$ cat config.mk
export PLATFORM = sky130hd
export DESIGN_NAME = inst_fetch
export DESIGN_NICKNAME = d
export VERILOG_FILES = /design/src/rtl/inst_fetch_pkg.sv /design/src/rtl/fetch_queue.sv /design/src/rtl/inst_fetch.sv
export SDC_FILE = /design/constraint.sdc
export NUM_CORES = 1
export LEC_CHECK = 0
export CELL_PAD_IN_SITES_DETAIL_PLACEMENT = 1
export CELL_PAD_IN_SITES_GLOBAL_PLACEMENT = 1
export CORE_ASPECT_RATIO = 0.7
export CORE_MARGIN = 2
export CORE_UTILIZATION = 42
export DETAILED_ROUTE_END_ITERATION = 10
export GPL_ROUTABILITY_DRIVEN = 0
export PLACE_DENSITY = 0.95
export SLEW_MARGIN = 30
export SYNTH_ARGS = -nofsm -noshare
export SYNTH_HDL_FRONTEND = slang
export SYNTH_SLANG_ARGS = --single-unit
$ cat constraint.sdc
create_clock -name clock -period 6.3 [get_ports clock]
set_input_delay 0.63 -clock clock [delete_from_list [all_inputs] [get_ports clock]]
set_output_delay 0.63 -clock clock [all_outputs]
set_load 0.01 [all_outputs]
$ cat src/rtl/inst_fetch_pkg.sv
// Shared definitions for the instruction fetch unit.
// Provides bus widths, the enable/disable encodings, the zero word,
// the fetch FSM state encoding and a word-alignment helper.
package inst_fetch_pkg;

    localparam int INST_ADDR_BUS = 32;
    localparam int INST_DATA_BUS = 32;

    localparam logic ENABLE  = 1'b1;
    localparam logic DISABLE = 1'b0;

    localparam logic [INST_DATA_BUS-1:0] ZERO_WORD = '0;

    typedef enum logic {
        IDLE = 1'b0,
        RUN  = 1'b1
    } fetch_state_t;

    // Clear the byte-offset bits so a redirect always lands on a word.
    function automatic logic [INST_ADDR_BUS-1:0] align_word(
        input logic [INST_ADDR_BUS-1:0] addr
    );
        return {addr[INST_ADDR_BUS-1:2], 2'b00};
    endfunction

endpackage

$ cat src/rtl/fetch_queue.sv
// Small synchronous FIFO holding fetched {pc, instruction} pairs.
// The head entry is presented combinationally so the consumer sees it
// in the cycle after the push edge.
// Ports:
//   clock, reset   - clock and synchronous active-high reset
//   flush          - empties the queue; wins over push/pop on the same edge
//   push/push_data - write one entry at the tail (ignored when full)
//   pop            - remove the head entry (ignored when empty)
//   head_data      - current head entry (undefined content when empty)
//   full, empty    - occupancy flags
module fetch_queue #(
    parameter int WIDTH = 64,
    parameter int DEPTH = 2
) (
    input  logic             clock,
    input  logic             reset,
    input  logic             flush,
    input  logic             push,
    input  logic [WIDTH-1:0] push_data,
    input  logic             pop,
    output logic [WIDTH-1:0] head_data,
    output logic             full,
    output logic             empty
);

    localparam int AW = (DEPTH > 1) ? $clog2(DEPTH) : 1;

    // Pointers carry one extra wrap bit so full and empty are distinguishable.
    logic [AW:0]      wr_ptr_reg;
    logic [AW:0]      rd_ptr_reg;
    logic [WIDTH-1:0] mem [DEPTH];
    logic [DEPTH-1:0] write_en;
    logic             push_ok;
    logic             pop_ok;

    assign empty   = (wr_ptr_reg == rd_ptr_reg);
    assign full    = (wr_ptr_reg[AW] != rd_ptr_reg[AW]) &&
                     (wr_ptr_reg[AW-1:0] == rd_ptr_reg[AW-1:0]);
    assign push_ok = push && !full && !flush;
    assign pop_ok  = pop && !empty && !flush;

    genvar gi;
    generate
        for (gi = 0; gi < DEPTH; gi++) begin : g_wen
            assign write_en[gi] = push_ok && (wr_ptr_reg[AW-1:0] == AW'(gi));
        end
    endgenerate

    always_ff @(posedge clock) begin
        for (int i = 0; i < DEPTH; i++) begin
            if (write_en[i]) begin
                mem[i] <= push_data;
            end
        end
    end

    always_ff @(posedge clock) begin
        if (reset || flush) begin
            wr_ptr_reg <= '0;
            rd_ptr_reg <= '0;
        end else begin
            if (push_ok) begin
                wr_ptr_reg <= wr_ptr_reg + (AW + 1)'(1);
            end
            if (pop_ok) begin
                rd_ptr_reg <= rd_ptr_reg + (AW + 1)'(1);
            end
        end
    end

    assign head_data = mem[rd_ptr_reg[AW-1:0]];

endmodule

$ cat src/rtl/inst_fetch.sv
// Instruction fetch unit: walks pc through the instruction ROM, buffers
// fetched words in a small queue for decode, and redirects on branches.
// Ports:
//   clock, reset                 - clock and synchronous active-high reset
//   rom_chip_enable, rom_addr    - ROM request (rom_addr always equals pc)
//   rom_instruction              - combinational ROM read data
//   branch_taken, branch_target  - one-cycle redirect request from execute
//   out_valid/out_ready          - handshake towards decode
//   out_pc, out_instruction      - head of the fetch queue (zero when empty)
//   misaligned                   - pulses the cycle after a redirect whose
//                                  target had nonzero low bits
module inst_fetch
    import inst_fetch_pkg::*;
#(
    parameter logic [INST_ADDR_BUS-1:0] RESET_PC    = 32'h0000_0000,
    parameter int                       QUEUE_DEPTH = 2
) (
    input  logic                     clock,
    input  logic                     reset,
    output logic                     rom_chip_enable,
    output logic [INST_ADDR_BUS-1:0] rom_addr,
    input  logic [INST_DATA_BUS-1:0] rom_instruction,
    input  logic                     branch_taken,
    input  logic [INST_ADDR_BUS-1:0] branch_target,
    output logic                     out_valid,
    input  logic                     out_ready,
    output logic [INST_ADDR_BUS-1:0] out_pc,
    output logic [INST_DATA_BUS-1:0] out_instruction,
    output logic                     misaligned
);

    localparam int QW = INST_ADDR_BUS + INST_DATA_BUS;

    fetch_state_t             state_reg;
    fetch_state_t             state_next;
    logic [INST_ADDR_BUS-1:0] pc_reg;
    logic [INST_ADDR_BUS-1:0] pc_next;
    logic                     misaligned_reg;
    logic                     misaligned_next;

    logic          q_push;
    logic          q_pop;
    logic          q_flush;
    logic          q_full;
    logic          q_empty;
    logic [QW-1:0] q_head;

    always_ff @(posedge clock) begin
        if (reset) begin
            state_reg      <= IDLE;
            pc_reg         <= RESET_PC;
            misaligned_reg <= 1'b0;
        end else begin
            state_reg      <= state_next;
            pc_reg         <= pc_next;
            misaligned_reg <= misaligned_next;
        end
    end

    // The ROM enable depends only on state and queue occupancy, never on
    // out_ready, so there is no combinational path from decode to the ROM.
    // A redirect overrides any push/pop of the same cycle.
    always_comb begin
        state_next      = state_reg;
        pc_next         = pc_reg;
        misaligned_next = 1'b0;
        rom_chip_enable = DISABLE;
        q_push          = 1'b0;
        q_pop           = 1'b0;
        q_flush         = 1'b0;
        case (state_reg)
            IDLE: begin
                state_next = RUN;
            end
            RUN: begin
                rom_chip_enable = q_full ? DISABLE : ENABLE;
                if (branch_taken) begin
                    q_flush         = 1'b1;
                    pc_next         = align_word(branch_target);
                    misaligned_next = |branch_target[1:0];
                end else begin
                    q_push = (rom_chip_enable == ENABLE);
                    q_pop  = !q_empty && out_ready;
                    if (q_push) begin
                        pc_next = pc_reg + 32'd4;
                    end
                end
            end
            default: begin
                state_next = IDLE;
            end
        endcase
    end

    fetch_queue #(
        .WIDTH (QW),
        .DEPTH (QUEUE_DEPTH)
    ) u_queue (
        .clock     (clock),
        .reset     (reset),
        .flush     (q_flush),
        .push      (q_push),
        .push_data ({pc_reg, rom_instruction}),
        .pop       (q_pop),
        .head_data (q_head),
        .full      (q_full),
        .empty     (q_empty)
    );

    assign rom_addr        = pc_reg;
    assign misaligned      = misaligned_reg;
    assign out_valid       = !q_empty;
    assign out_pc          = q_empty ? ZERO_WORD : q_head[QW-1 -: INST_ADDR_BUS];
    assign out_instruction = q_empty ? ZERO_WORD : q_head[INST_DATA_BUS-1:0];

endmodule

After elaboration in Yosys (flattened, before gate mapping)
Memories as Yosys holds them, arrays and structs flattened. A register that Yosys moved wholly into a read port is not among the register bits.
Cells that the tools add are included.
{ "word_totals": {"register_bits": 38, "mem_bits_rw": 128, "output_inout_bits": 99, "wordCells": 54, "memories": 1} }
{ "op_classes": {"n_addsub": 3, "n_eq_ne": 4, "muxes": 22, "n_bitwise": 3, "n_reduce_logical": 16} }
{ "mem_list": {"columns": ["memory", "depth", "word_bits", "read_ports", "rd_ports_with_merged_regs", "wr", "line_no", "text"], "rows": [
  ["u_queue.mem", 2, 64, 1, 1, 1, "fetch_queue.sv:31", "logic [WIDTH-1:0] mem [DEPTH];"]
]} }
{ "ops": {"columns": ["operator", "count"], "rows": [
  ["two-way mux 32 bit", 4],
  ["two-way mux 64 bit", 1],
  ["OR reduction 64 bit", 1],
  ["adder 32 x 3 -> 32 bit (second input constant)", 1],
  ["two-way mux 1 bit", 17],
  ["logical AND 1 bit", 8],
  ["adder 2 x 1 -> 2 bit (second input constant)", 2],
  ["logical NOT 1 bit", 3],
  ["NOT 1 bit", 3],
  ["OR reduction 3 bit", 1],
  ["== test 2 bit", 1],
  ["inequality test 2 bit (second input constant)", 1],
  ["AND reduction 2 bit", 1],
  ["OR reduction 2 bit", 1],
  ["== test 1 bit", 1],
  ["logical OR 1 bit", 1],
  ["inequality test 1 bit", 1]
]} }

Logic depth before layout (Yosys ltp)
{ "logic_depth": {"depth_word": 12, "depth_mapped": 7, "mapped_depth_nobuf": 6} }

Hierarchy
From an unflattened synthesis, not the netlist that was laid out.
{ "unflattened": {"hier_cells": 564, "hier_area_um2": 7373.3} }
{ "modules_own_cells": {"columns": ["module", "instances", "cells_per_inst", "area_each_um2"], "rows": [
  ["fetch_queue", 1, 230, 4874.7],
  ["inst_fetch", 1, 334, 2498.6]
]} }

Worst setup path after synthesis
No wires, ideal clock.
{ "synth_timing": {"path_type": "in2reg", "startpoint": "in branch_taken", "endpoint": "mem u_queue.mem[0][0] (enable)", "t_arrival_ps": 3583, "slack_ps": 2235, "stages": 4, "path_buffers": 1, "cell_sequence": "buf_6 inv_1 nand3_1 nor2_1"} }
{ "synth_lines": {"columns": ["element", "line_no", "text"], "rows": [
  ["start: declaration", "inst_fetch.sv:23", "input logic branch_taken,"],
  ["two-way mux 1 bit", "inst_fetch.sv:77", "if (branch_taken) begin"],
  ["two-way mux 1 bit", "inst_fetch.sv:71", "case (state_reg)"],
  ["logical AND 1 bit / logical NOT 1 bit (equally long branches)", "fetch_queue.sv:39", "assign push_ok = push && !full && !flush;"],
  ["logical AND 1 bit *", "fetch_queue.sv:39", null],
  ["logical AND 1 bit *", "fetch_queue.sv:45", "assign write_en[gi] = push_ok && (wr_ptr_reg[AW-1:0] == AW'(gi));"],
  ["net u_queue.write_en[0]", "fetch_queue.sv:32", "logic [DEPTH-1:0] write_en;"],
  ["two-way mux 1 bit *", "fetch_queue.sv:51", "if (write_en[i]) begin"],
  ["two-way mux 1 bit (implied by the code) *", "fetch_queue.sv:52", "mem[i] <= push_data;"],
  ["two-way mux 1 bit (no line) *", null, null],
  ["end: declaration", "fetch_queue.sv:31", null]
]} }
The timed path passes the listed nets; every way through them passes the cells marked *.

Worst setup path after layout
{ "layout_timing": {"startpoint": "in branch_taken", "endpoint": "mem u_queue.mem[0][16] (enable)"} }
The elaborated chain is that of the path after synthesis.

==> key figures <==
Outcome
  • Status: complete, no violations

STA
  • Fin. max-slew vios: 0
  • Setup ws final: ~3 ns
  • Min cycle time layout: ~3.3 ns
  • Number of failing hold endpoints at the final stage: 0
  • Max-slew headroom: 0.3871
  • Fin Clk Skew: ~0.015 ns
  • RSZ-0062 raised after global routing: no
  • Setup TNS: 0 ns
  • Setup Viol. Count Final: 0
  • Final period util: 0.5252
  • Slew @ Worst Pin: approximately 0.9 ns
  • Fmax achieved: about 0.30 GHz

CTS
  • CTS tree: done
  • Hold_buf cts: 0
  • Worst-Skew Late Latency: between 0.4 and 0.5 ns
  • Htree depth: 4
  • # Post-CTS Setup Buffers: 0
  • Root Buffer: clkbuf_16
  • Sink Count: 161
  • Num CTS Buffers: 17
  • CTS clock-pin slew for the worst setup and hold paths: roughly 0.060 ns
  • Clock Tree Buf Depth: 2
  • CTS resizes: 0

Power
  • Sw frac: 0.2276
  • Sequential Power Share: 0.478
  • Power Density: about 280 nW/µm²
  • NetSw: about 590 µW
  • Design internal power: roughly 2.0 mW
  • LEAKAGE: between 3 and 4 nW
  • Max IR drop VDD: around 0.0002 V
  • Clock Power Share: 0.416
  • Gate power share: 0.107

Logic synthesis
  • Post-synthesis mux area share: 0.09744
  • Mean Syn Cell Area: approximately 12 µm²
  • EDFF count, synth: around 120
  • Post-synth top area cell: edfxtp_1
  • Post-Synth XOR/XNOR Area: 0.007440
  • Synth top area share: 0.5400
  • Count leader, synth: edfxtp_1
  • Post-synthesis cell type count: between 50 and 60
  • Largest family of logic cells by synthesized area: simple AND/OR/NAND/NOR gates
  • Synth warn: 0
  • Synth Cell Area: a little under 7000 µm²
  • Adder-cell share of the synthesized area: 0.001815
  • Register bit count reported by yosys: about 160
  • Synth Instances: about 550
  • Simple-Gate Fraction of Synth Area: 0.1225
  • Synth Area in Compound Gates: 0.09345
  • Main area contributors after synthesis: edfxtp_1 54%, dfxtp_1 11%, mux2i_1 9.6%, nor2_1 5.1%, nand3_1 1.7%
  • Post-synth top cells: 124 x edfxtp_1, 93 x nor2_1, 66 x mux2i_1
  • Asr flop ratio synth: 0
  • Synth Flop Type: edfxtp_1
  • Seq/Total Area, Yosys: 0.6474

Die
  • Die height: 111.2 µm
  • Die W: between 150 and 200 µm
  • Die ar.: around 17000 µm²
  • I/O Pins: 167
  • Rows: 39
  • Initial Util: 0.4256
  • Core Area: 16200 µm²

Worst setup path
  • Critical Path Max Stage Delay: between 0.6 and 0.7 ns
  • Worst EP arrival: between 3 and 4 ns
  • Crit Path Class: primary input to flop
  • Req. time, crit path: approximately 6.4 ns
  • Worst path buffer plus inverter count: 4
  • Type of origin of the critical path: primary input
  • Crit-path leading delay family: buffers and inverters
  • Slowest CP cell: nor2_4
  • Worst path cell trace: clkdlybuf4s50_1 -> buf_4 -> inv_1 -> nand3_1 -> nor2_4 -> buf_4
  • Crit end category: flop
  • Most frequent CP cell: buf_4
  • Critical Path Fanout Max: 44

Final layout
  • Nets: just under 800
  • Largest register FFs: about 120
  • Diode count: 0
  • Layout fillers: about 1600
  • Largest reg by FF count: u_queue.mem
  • Layout cells sized above 1: 0.06389
  • Layout area overhead: 35.22%

Hold path
  • HP Class: flop to flop

Detailed routing
  • Drt wl/cell: between 20 and 25 µm
  • Total number of vias: 5366
  • Vias/cell: between 5 and 6
  • Final antenna-violating net count: 0
  • DRT Wirelength: a little over 20000 µm
  • Number of DRC markers in iteration 0: slightly below 600
  • DRC: 0
  • TritonRoute pass-1 iters: 5

Place
  • PortBufs: ~160
  • Place WS: ~2.7 ns
  • Final HPWL DP: about 13000 µm

GRT
  • Pin count of the biggest net entering global routing: 64
  • Vias in the first global route: approximately 5500
  • GRT Overall Usage: 0.2389
  • GR Util met2: 0.3871
  • Layer with the highest usage: met2
  • First-pass GRT wire length: ~31000 µm
  • Remaining Overflow, GRT: 0
  • Initial antenna violation count: 0
  • GRT met3 Usage: 0.07037
  • Global-route met1 utilization: 0.3161

Run
  • Max Cap Viol: 0
## cells by family after synthesis
logic type                 after synthesis
xor gates and xnor gates                 5
adders and majority gates                1
AOI/OAI and AO/OA                       95
buffers and inverters                   40
and+or+nand+nor                        182
muxes                                   67
other                                    1
DFF                                    161
## power groups by stage
stage	clock network, mW	logic [mW]	registers (mW)
after floorplan	0	0.117	1.24
after global placement	0	0.259	1.25
after detailed placement	0	0.272	1.25
after CTS	1.08	0.276	1.23
after global routing	1.12	0.295	1.23
final	1.07	0.275	1.23
## worst min-delay path, cell delays in order, from the launching register on
cell and delay (ns):
dfxtp_1 0.35, o21ai_0 0.09, a21oi_1 0.06
## metrics by stage
step	hold slack [ns]	utilization	power (mW)	area [µm²]	cells
after floorplan	0.4994	-	1.358	6907	555
after global placement	0.5203	0.5361	1.505	8685	912
after detailed placement	0.5387	0.5378	1.521	8712	913
after CTS	0.5496	0.5750	2.584	9315	945
after global routing	0.5790	0.5755	2.650	9324	945
final	0.5527	0.5755	2.574	9324	945
## cell usage in the layout (no fill, tap or decap), drive strengths merged, types with 2 or more instances in the layout
cell,Yosys,layout
clkinv,0,4
a211oi,9,9
conb,1,4
o31ai,6,6
buf,15,6
o21ai,21,21
xor2,2,2
a22o,2,2
o211ai,3,3
dfxtp,37,37
a311oi,3,3
nor3,7,7
a21oi,15,15
clkbuf,19,21
mux2i,66,66
nand3,25,25
or4,5,5
a21o,2,2
and3,9,9
nand2,21,21
o41ai,2,2
o22ai,2,2
and4,4,4
a31oi,7,7
a22oi,11,11
inv,5,7
a32o,2,2
nor2,93,93
or3,6,6
bufinv,0,4
edfxtp,124,124
nand4,6,6
xnor2,3,3
nor4,2,2
clkdlybuf4s50,0,162
## cell type report
cell class / instances / area (µm²) / area share
Inverter: 5 / 18.77 / 0.002013
Clock inverter: 11 / 162.7 / 0.01744
Multi-Input combinational cell: 354 / 2266 / 0.2430
Sequential cell: 161 / 4468 / 0.4792
Timing Repair Buffer: 168 / 1687 / 0.1809
Tap cell: 225 / 281.5 / 0.03019
Clock buffer: 21 / 440.4 / 0.04724
## metal layers
| metal | up-vias | part of all wire |
|---|---|---|
| li1 | 2407 | - |
| met1 | 2650 | 0.42 |
| met2 | 285 | 0.48 |
| met3 | 24 | 0.085 |
| met4 | 0 | 0.012 |
| met5 | - | 0 |
## worst paths after layout
path                                       startpoint                    end  slack, ns  cells after the start
worst min register to register  u_queue.rd_ptr_reg[1]  u_queue.rd_ptr_reg[1]       0.55                      2
worst max-delay path                     branch_taken     u_queue.mem[0][16]       2.99                      6
worst min-delay path            u_queue.rd_ptr_reg[1]  u_queue.rd_ptr_reg[1]       0.55                      2
worst max register to register  u_queue.wr_ptr_reg[0]     u_queue.mem[0][16]       3.45                      5
(Power assumes the default switching activity.)
